## src/rtl/mem_bus_arbiter.sv

```systemverilog
// Two-master arbiter for the shared memory0 port, with console IO decode and address range check.
// Define ARB_FIXED_PRIORITY_EN to make requester 0 win every tie instead of round-robin.
module mem_bus_arbiter #(
    parameter int unsigned MEMSIZE = 32'h7000,
    parameter int unsigned IOADDR  = 32'h7000,
    parameter int unsigned MEM_LAT = 1
) (
    input  logic        clock,
    input  logic        reset,
    input  logic        r0_req,
    input  logic        r0_rw,
    input  logic [1:0]  r0_size,
    input  logic [31:0] r0_addr,
    input  logic [31:0] r0_wdata,
    output logic        r0_ack,
    output logic        r0_err,
    output logic [31:0] r0_rdata,
    input  logic        r1_req,
    input  logic        r1_rw,
    input  logic [1:0]  r1_size,
    input  logic [31:0] r1_addr,
    input  logic [31:0] r1_wdata,
    output logic        r1_ack,
    output logic        r1_err,
    output logic [31:0] r1_rdata,
    output logic        m_en,
    output logic        m_rw,
    output logic [1:0]  m_size,
    output logic [31:0] mar,
    output logic [31:0] mdr,
    input  logic [31:0] dbus,
    output logic        io_we,
    output logic [31:0] io_data,
    output logic        owner,
    output logic        busy
);

    localparam logic [31:0] MaxAddr = 32'(MEMSIZE - 4);
    localparam logic [31:0] IoAddr  = 32'(IOADDR);
    localparam logic [3:0]  LatInit = 4'(MEM_LAT);

    typedef enum logic [1:0] {StIdle, StAccess, StDone} state_e;

    state_e      state_q, state_d;
    logic [3:0]  cnt_q, cnt_d;
    logic        last_grant_q, last_grant_d;
    logic        owner_q, owner_d;
    logic        err_q, err_d;
    logic        m_en_q, m_en_d;
    logic        m_rw_q, m_rw_d;
    logic [1:0]  m_size_q, m_size_d;
    logic [31:0] mar_q, mar_d;
    logic [31:0] mdr_q, mdr_d;
    logic        io_we_q, io_we_d;
    logic [31:0] io_data_q, io_data_d;
    logic        r0_ack_q, r0_ack_d, r1_ack_q, r1_ack_d;
    logic        r0_err_q, r0_err_d, r1_err_q, r1_err_d;
    logic [31:0] r0_rdata_q, r0_rdata_d, r1_rdata_q, r1_rdata_d;

    logic        gnt_any, gnt_sel, sel_rw;
    logic [1:0]  sel_size;
    logic [31:0] sel_addr, sel_wdata, sel_masked;

    always_comb begin
        gnt_any = r0_req | r1_req;
`ifdef ARB_FIXED_PRIORITY_EN
        gnt_sel = ~r0_req;
`else
        // On a tie, the requester not served last time wins.
        gnt_sel = (r0_req && r1_req) ? ~last_grant_q : ~r0_req;
`endif
        sel_rw    = gnt_sel ? r1_rw    : r0_rw;
        sel_size  = gnt_sel ? r1_size  : r0_size;
        sel_addr  = gnt_sel ? r1_addr  : r0_addr;
        sel_wdata = gnt_sel ? r1_wdata : r0_wdata;
        unique case (sel_size)
            2'b00:   sel_masked = {24'b0, sel_wdata[7:0]};
            2'b01:   sel_masked = {16'b0, sel_wdata[15:0]};
            2'b10:   sel_masked = {8'b0, sel_wdata[23:0]};
            default: sel_masked = sel_wdata;
        endcase
    end

    always_comb begin
        state_d      = state_q;
        cnt_d        = cnt_q;
        last_grant_d = last_grant_q;
        owner_d      = owner_q;
        err_d        = err_q;
        m_en_d       = m_en_q;
        m_rw_d       = m_rw_q;
        m_size_d     = m_size_q;
        mar_d        = mar_q;
        mdr_d        = mdr_q;
        io_we_d      = 1'b0;
        io_data_d    = io_data_q;
        r0_ack_d     = 1'b0;
        r1_ack_d     = 1'b0;
        r0_err_d     = 1'b0;
        r1_err_d     = 1'b0;
        r0_rdata_d   = r0_rdata_q;
        r1_rdata_d   = r1_rdata_q;
        unique case (state_q)
            StIdle: begin
                if (gnt_any) begin
                    owner_d      = gnt_sel;
                    last_grant_d = gnt_sel;
                    m_rw_d       = sel_rw;
                    m_size_d     = sel_size;
                    mar_d        = sel_addr;
                    mdr_d        = sel_wdata;
                    err_d        = 1'b0;
                    state_d      = StDone;
                    if (sel_addr == IoAddr) begin
                        if (!sel_rw) begin
                            io_we_d   = 1'b1;
                            io_data_d = sel_masked;
                        end else if (gnt_sel) begin
                            r1_rdata_d = '0;
                        end else begin
                            r0_rdata_d = '0;
                        end
                    end else if (sel_addr > MaxAddr) begin
                        err_d = 1'b1;
                        if (sel_rw && gnt_sel) r1_rdata_d = '0;
                        if (sel_rw && !gnt_sel) r0_rdata_d = '0;
                    end else begin
                        m_en_d  = 1'b1;
                        cnt_d   = LatInit;
                        state_d = StAccess;
                    end
                end
            end
            StAccess: begin
                cnt_d = cnt_q - 4'd1;
                if (cnt_q == 4'd1) begin
                    m_en_d  = 1'b0;
                    state_d = StDone;
                    if (m_rw_q && owner_q) r1_rdata_d = dbus;
                    if (m_rw_q && !owner_q) r0_rdata_d = dbus;
                end
            end
            StDone: begin
                state_d = StIdle;
                if (owner_q) begin
                    r1_ack_d = 1'b1;
                    r1_err_d = err_q;
                end else begin
                    r0_ack_d = 1'b1;
                    r0_err_d = err_q;
                end
            end
            default: state_d = StIdle;
        endcase
    end

    always_ff @(posedge clock or posedge reset) begin
        if (reset) begin
            state_q      <= StIdle;
            cnt_q        <= '0;
            last_grant_q <= 1'b1;
            owner_q      <= 1'b0;
            err_q        <= 1'b0;
            m_en_q       <= 1'b0;
            m_rw_q       <= 1'b0;
            m_size_q     <= 2'b00;
            mar_q        <= '0;
            mdr_q        <= '0;
            io_we_q      <= 1'b0;
            io_data_q    <= '0;
            r0_ack_q     <= 1'b0;
            r1_ack_q     <= 1'b0;
            r0_err_q     <= 1'b0;
            r1_err_q     <= 1'b0;
            r0_rdata_q   <= '0;
            r1_rdata_q   <= '0;
        end else begin
            state_q      <= state_d;
            cnt_q        <= cnt_d;
            last_grant_q <= last_grant_d;
            owner_q      <= owner_d;
            err_q        <= err_d;
            m_en_q       <= m_en_d;
            m_rw_q       <= m_rw_d;
            m_size_q     <= m_size_d;
            mar_q        <= mar_d;
            mdr_q        <= mdr_d;
            io_we_q      <= io_we_d;
            io_data_q    <= io_data_d;
            r0_ack_q     <= r0_ack_d;
            r1_ack_q     <= r1_ack_d;
            r0_err_q     <= r0_err_d;
            r1_err_q     <= r1_err_d;
            r0_rdata_q   <= r0_rdata_d;
            r1_rdata_q   <= r1_rdata_d;
        end
    end

    assign r0_ack   = r0_ack_q;
    assign r0_err   = r0_err_q;
    assign r0_rdata = r0_rdata_q;
    assign r1_ack   = r1_ack_q;
    assign r1_err   = r1_err_q;
    assign r1_rdata = r1_rdata_q;
    assign m_en     = m_en_q;
    assign m_rw     = m_rw_q;
    assign m_size   = m_size_q;
    assign mar      = mar_q;
    assign mdr      = mdr_q;
    assign io_we    = io_we_q;
    assign io_data  = io_data_q;
    assign owner    = owner_q;
    assign busy     = (state_q != StIdle);

endmodule

```

## config.mk

```make
export PLATFORM = sky130hd
export DESIGN_NAME = mem_bus_arbiter
export DESIGN_NICKNAME = d
export VERILOG_FILES = /design/src/rtl/mem_bus_arbiter.sv
export SDC_FILE = /design/constraint.sdc
export NUM_CORES = 1
export LEC_CHECK = 0
export ABC_CLOCK_PERIOD_IN_PS = 9200
export BUFFER_PORTS_ARGS = -buffer_cell sky130_fd_sc_hd__buf_2
export CAP_MARGIN = 20
export CORE_UTILIZATION = 40
export DETAILED_ROUTE_END_ITERATION = 6
export GPL_TIMING_DRIVEN = 0
export PLACE_DENSITY_LB_ADDON = 0.15
export SYNTH_ARGS = -nofsm -noshare
export SYNTH_HDL_FRONTEND = slang
export SYNTH_SLANG_ARGS = --single-unit
```

## constraint.sdc

```tcl
create_clock -name clock -period 9.2 [get_ports clock]
set_input_delay 0.46 -clock clock [delete_from_list [all_inputs] [get_ports clock]]
set_output_delay 0.46 -clock clock [all_outputs]
set_load 0.02 [all_outputs]
```

==> summary.md <==
| Metric | Value |
|---|---|
| Status | `finished clean` |
| Starting Density | `41.3%` |
| Detailed placement HPWL | `19100 um` |
| Ys async rst share | `100%` |
| Register area share after synthesis | `57.1%` |
| Fin area | `10500 sq um` |
| P_leak | `5.19 nW` |
| Antenna Cells | `0` |
| Rel. slew slack | `about 44%` |
| Max Cap Viol | `0` |
| DRC marker count from the first detailed-route iteration | `about 390` |
| Yosys warning count | `0` |
| WP depth | `9` |
| CTS Hold Bufs | `0` |
| Post-CTS Setup Bufs | `0` |
| Commonest non-fill, non-tap cells in the layout | `buf_2 (354), dfrtp_1 (177), nand2_1 (141), nor2_1 (74), o21ai_0 (71)` |
| Max Freq | `between 300 and 400 MHz` |
| Worst Setup SP | `last_grant_q` |
| CTS buffer count | `17` |
| CP top delay family | `buffers and inverters` |
| Vias | `7353` |
| First-pass GRT wire length | `39100 um` |
| Number of enable flip-flop cells after synthesis | `0` |
| Dpl ws | `6.35 ns` |
| Buffers on Ports | `340` |
| Critical path launch point type | `register` |
| Worst path bufs/invs | `2` |
| Worst Path Required | `between 9 and 10 ns` |
| Crit-path cells | `nand2b_4 -> and2_1 -> buf_2 -> mux2i_1 -> nand4_1 -> a22oi_2 -> clkbuf_1 -> o21ai_0 -> o21ai_0` |
| Setup Skew | `0.00880 ns` |
| Synth Net Count | `939` |
| CTS Sinks | `178` |
| Commonest non-fill, non-tap cell in the layout | `buf_2` |
| Final critical-path required period | `roughly 2.7 ns` |
| Wirelength per Cell | `17.9 um` |
| Avg Inst Size Synth | `10.2 sq um` |
| Post-route setup TNS | `0 ns` |
| Total global-route track usage | `25.4%` |
| Crit path to | `r0_rdata[20]` |
| Final Power | `2.09 mW` |
| CTS tree | `yes` |
| Largest net degree at the start of global routing | `between 100 and 150` |
| DIE AREA | `about 20000 sq um` |
| Mapped Cells | `between 700 and 800` |
| Number of global-route vias before repair | `7172` |
| H-tree lvl count | `4` |
| Initial antenna violation count | `0` |
| Worst Setup Path Type | `register to register` |
| R2R Path Start | `last_grant_q` |
| Final nets | `roughly 1300` |
| CP peak stage delay | `0.53 ns` |
| Most used cell, CP | `o21ai_0` |
| Synth Flop Type | `dfrtp_1` |
| Final Util | `55.4%` |
| R2r worst-path depth | `9` |
| Final WL | `25100 um` |
| Grt ovf | `0` |
| Post-synthesis register bit count | `178` |
| Worst-Skew Late Latency | `0.43 ns` |
| Post-route ant nets | `0` |
| Num ports | `341` |
| Crit end category | `register` |
| Final Hold Fails | `0` |
| Vias/cell | `approximately 5.3` |
| Detailed Routing Iterations Pass 1 | `5` |
| Area after DPL | `just under 10000 sq um` |
| RSZ-0062 raised after global routing | `false` |
| Residual DRC | `0` |
| Critical path fanouts, max | `10` |
| Clock Path Buffers | `2` |
| # rows | `50` |
| Hold Path Class | `input port to async pin` |
| Pwr/cell area | `200 nW/um^2` |
| Synthesized area | `7800 sq um` |
| CTS-repair resized insts | `0` |
| Core box area | `roughly 19000 sq um` |
| Clock transition at path regs | `0.07 ns` |
| Reg2reg end | `r0_rdata[20]` |
| Synth cell types | `49` |
| Final setup vio count | `0` |
| Chip width | `142 um` |
| Slew @ Worst Pin | `0.844 ns` |
| Fin. max-slew vios | `0` |
| Die height | `142 um` |
| Final worst setup slack | `approximately 6.5 ns` |
| GP Congestion | `0.860` |
| Period utilization | `29.1%` |
| Clk root buf | `clkbuf_16` |
| Crit path DAT | `3.03 ns` |
| R2R setup slack | `6.52 ns` |
| Layout cells sized above 1 | `between 30% and 40%` |
| Maximum vdd drop | `0.119 mV` |
| Slowest library cell on the worst path | `dfstp_2` |
| Area Overhead vs Synth | `34.0%` |
## flip-flops by register name, summed over array words and instances (netlist names)
signal,count
io_data,32
mar,32
mdr,32
r0_rdata,32
r1_rdata,32
cnt_q,4
m_size,2
state_q,2
err_q,1
io_we,1
last_grant_q,1
m_en,1
m_rw,1
owner,1
r0_ack,1
r0_err,1
r1_ack,1
r1_err,1
## layer usage
| layer | track usage [%] | routed length [um] | vias up | part of all wire, % |
|---|---|---|---|---|
| met5 | 0 | 0 | - | 0 |
| met4 | 10.2 | 705 | 0 | 2.8 |
| met3 | 6.48 | 1600 | 46 | 6.4 |
| met2 | 41.0 | 12100 | 277 | 48 |
| met1 | 32.6 | 10700 | 3578 | 43 |
| li1 | - | - | 3452 | - |
## report_power, final
part,switching (mW),internal [mW]
combinational,0.308,0.151
clock,0.341,0.387
sequential,0.0424,0.859
## worst register-to-register path, stage by stage, from the launching register on
cell and delay, ns:
dfstp_2 0.53, nand2b_4 0.13, and2_1 0.11, buf_2 0.30, mux2i_1 0.28, nand4_1 0.22, a22oi_2 0.38, clkbuf_1 0.41
o21ai_0 0.15, o21ai_0 0.09
## worst min-delay path by stage
stage                      startpoint     endpoint  slack [ns]
final                           reset       r1_ack        0.14
after global routing            reset       r1_ack        0.17
after CTS                       reset       r1_ack        0.17
after detailed placement  io_data[12]  io_data[12]        0.46
after global placement    io_data[12]  io_data[12]        0.46
after floorplan                 err_q       r0_err        0.47
## layout make-up
cell class / count / area, sq um
Clock buffer: 17 / 425
Sequential cell: 178 / 4460
Tap cell: 260 / 325
Timing Repair Buffer: 341 / 1730
Inverter: 10 / 45.0
Fill cell: 1806 / 8430
Multi-Input combinational cell: 520 / 3050
Buffer: 59 / 262
Clock inverter: 15 / 168
## synthesized netlist by cell type, types with 3 or more instances
cell type / count / area, sq um
a21oi_1: 38 / 190
a31oi_1: 35 / 219
a32o_1: 32 / 320
and2_1: 4 / 25.0
buf_1: 4 / 15.0
buf_2: 14 / 70.1
buf_6: 3 / 33.8
clkbuf_1: 38 / 143
dfrtp_1: 177 / 4430
inv_1: 10 / 37.5
mux2i_1: 36 / 360
nand2_1: 141 / 529
nand4_1: 5 / 31.3
nor2_1: 74 / 278
nor3_1: 3 / 15.0
nor4_1: 12 / 75.1
o21ai_0: 71 / 355
o21ai_1: 7 / 35.0
o2bb2ai_1: 3 / 26.3
o31ai_1: 5 / 37.5
o31ai_2: 19 / 238
## kinds of logic after synthesis
family | count (synthesis) | synth area share, %
buffers and inverters | 69 | 3.83
adder cells (fa/ha/maj) | 2 | 0.321
multiplexers | 37 | 4.76
flip-flops | 178 | 57.1
AO/OA/AOI/OAI | 222 | 19.6
AND/OR/NAND/NOR | 259 | 14.4
## per-stage QoR
| stage | hold WS, ns | instances |
|---|---|---|
| CTS | 0.170 | 1400 |
| floorplan | 0.468 | 767 |
| global placement | 0.457 | 1367 |
| detailed placement | 0.461 | 1368 |
| global route | 0.173 | 1400 |
| finish | 0.137 | 1400 |
No activity file was read; power rests on OpenSTA's default activity.
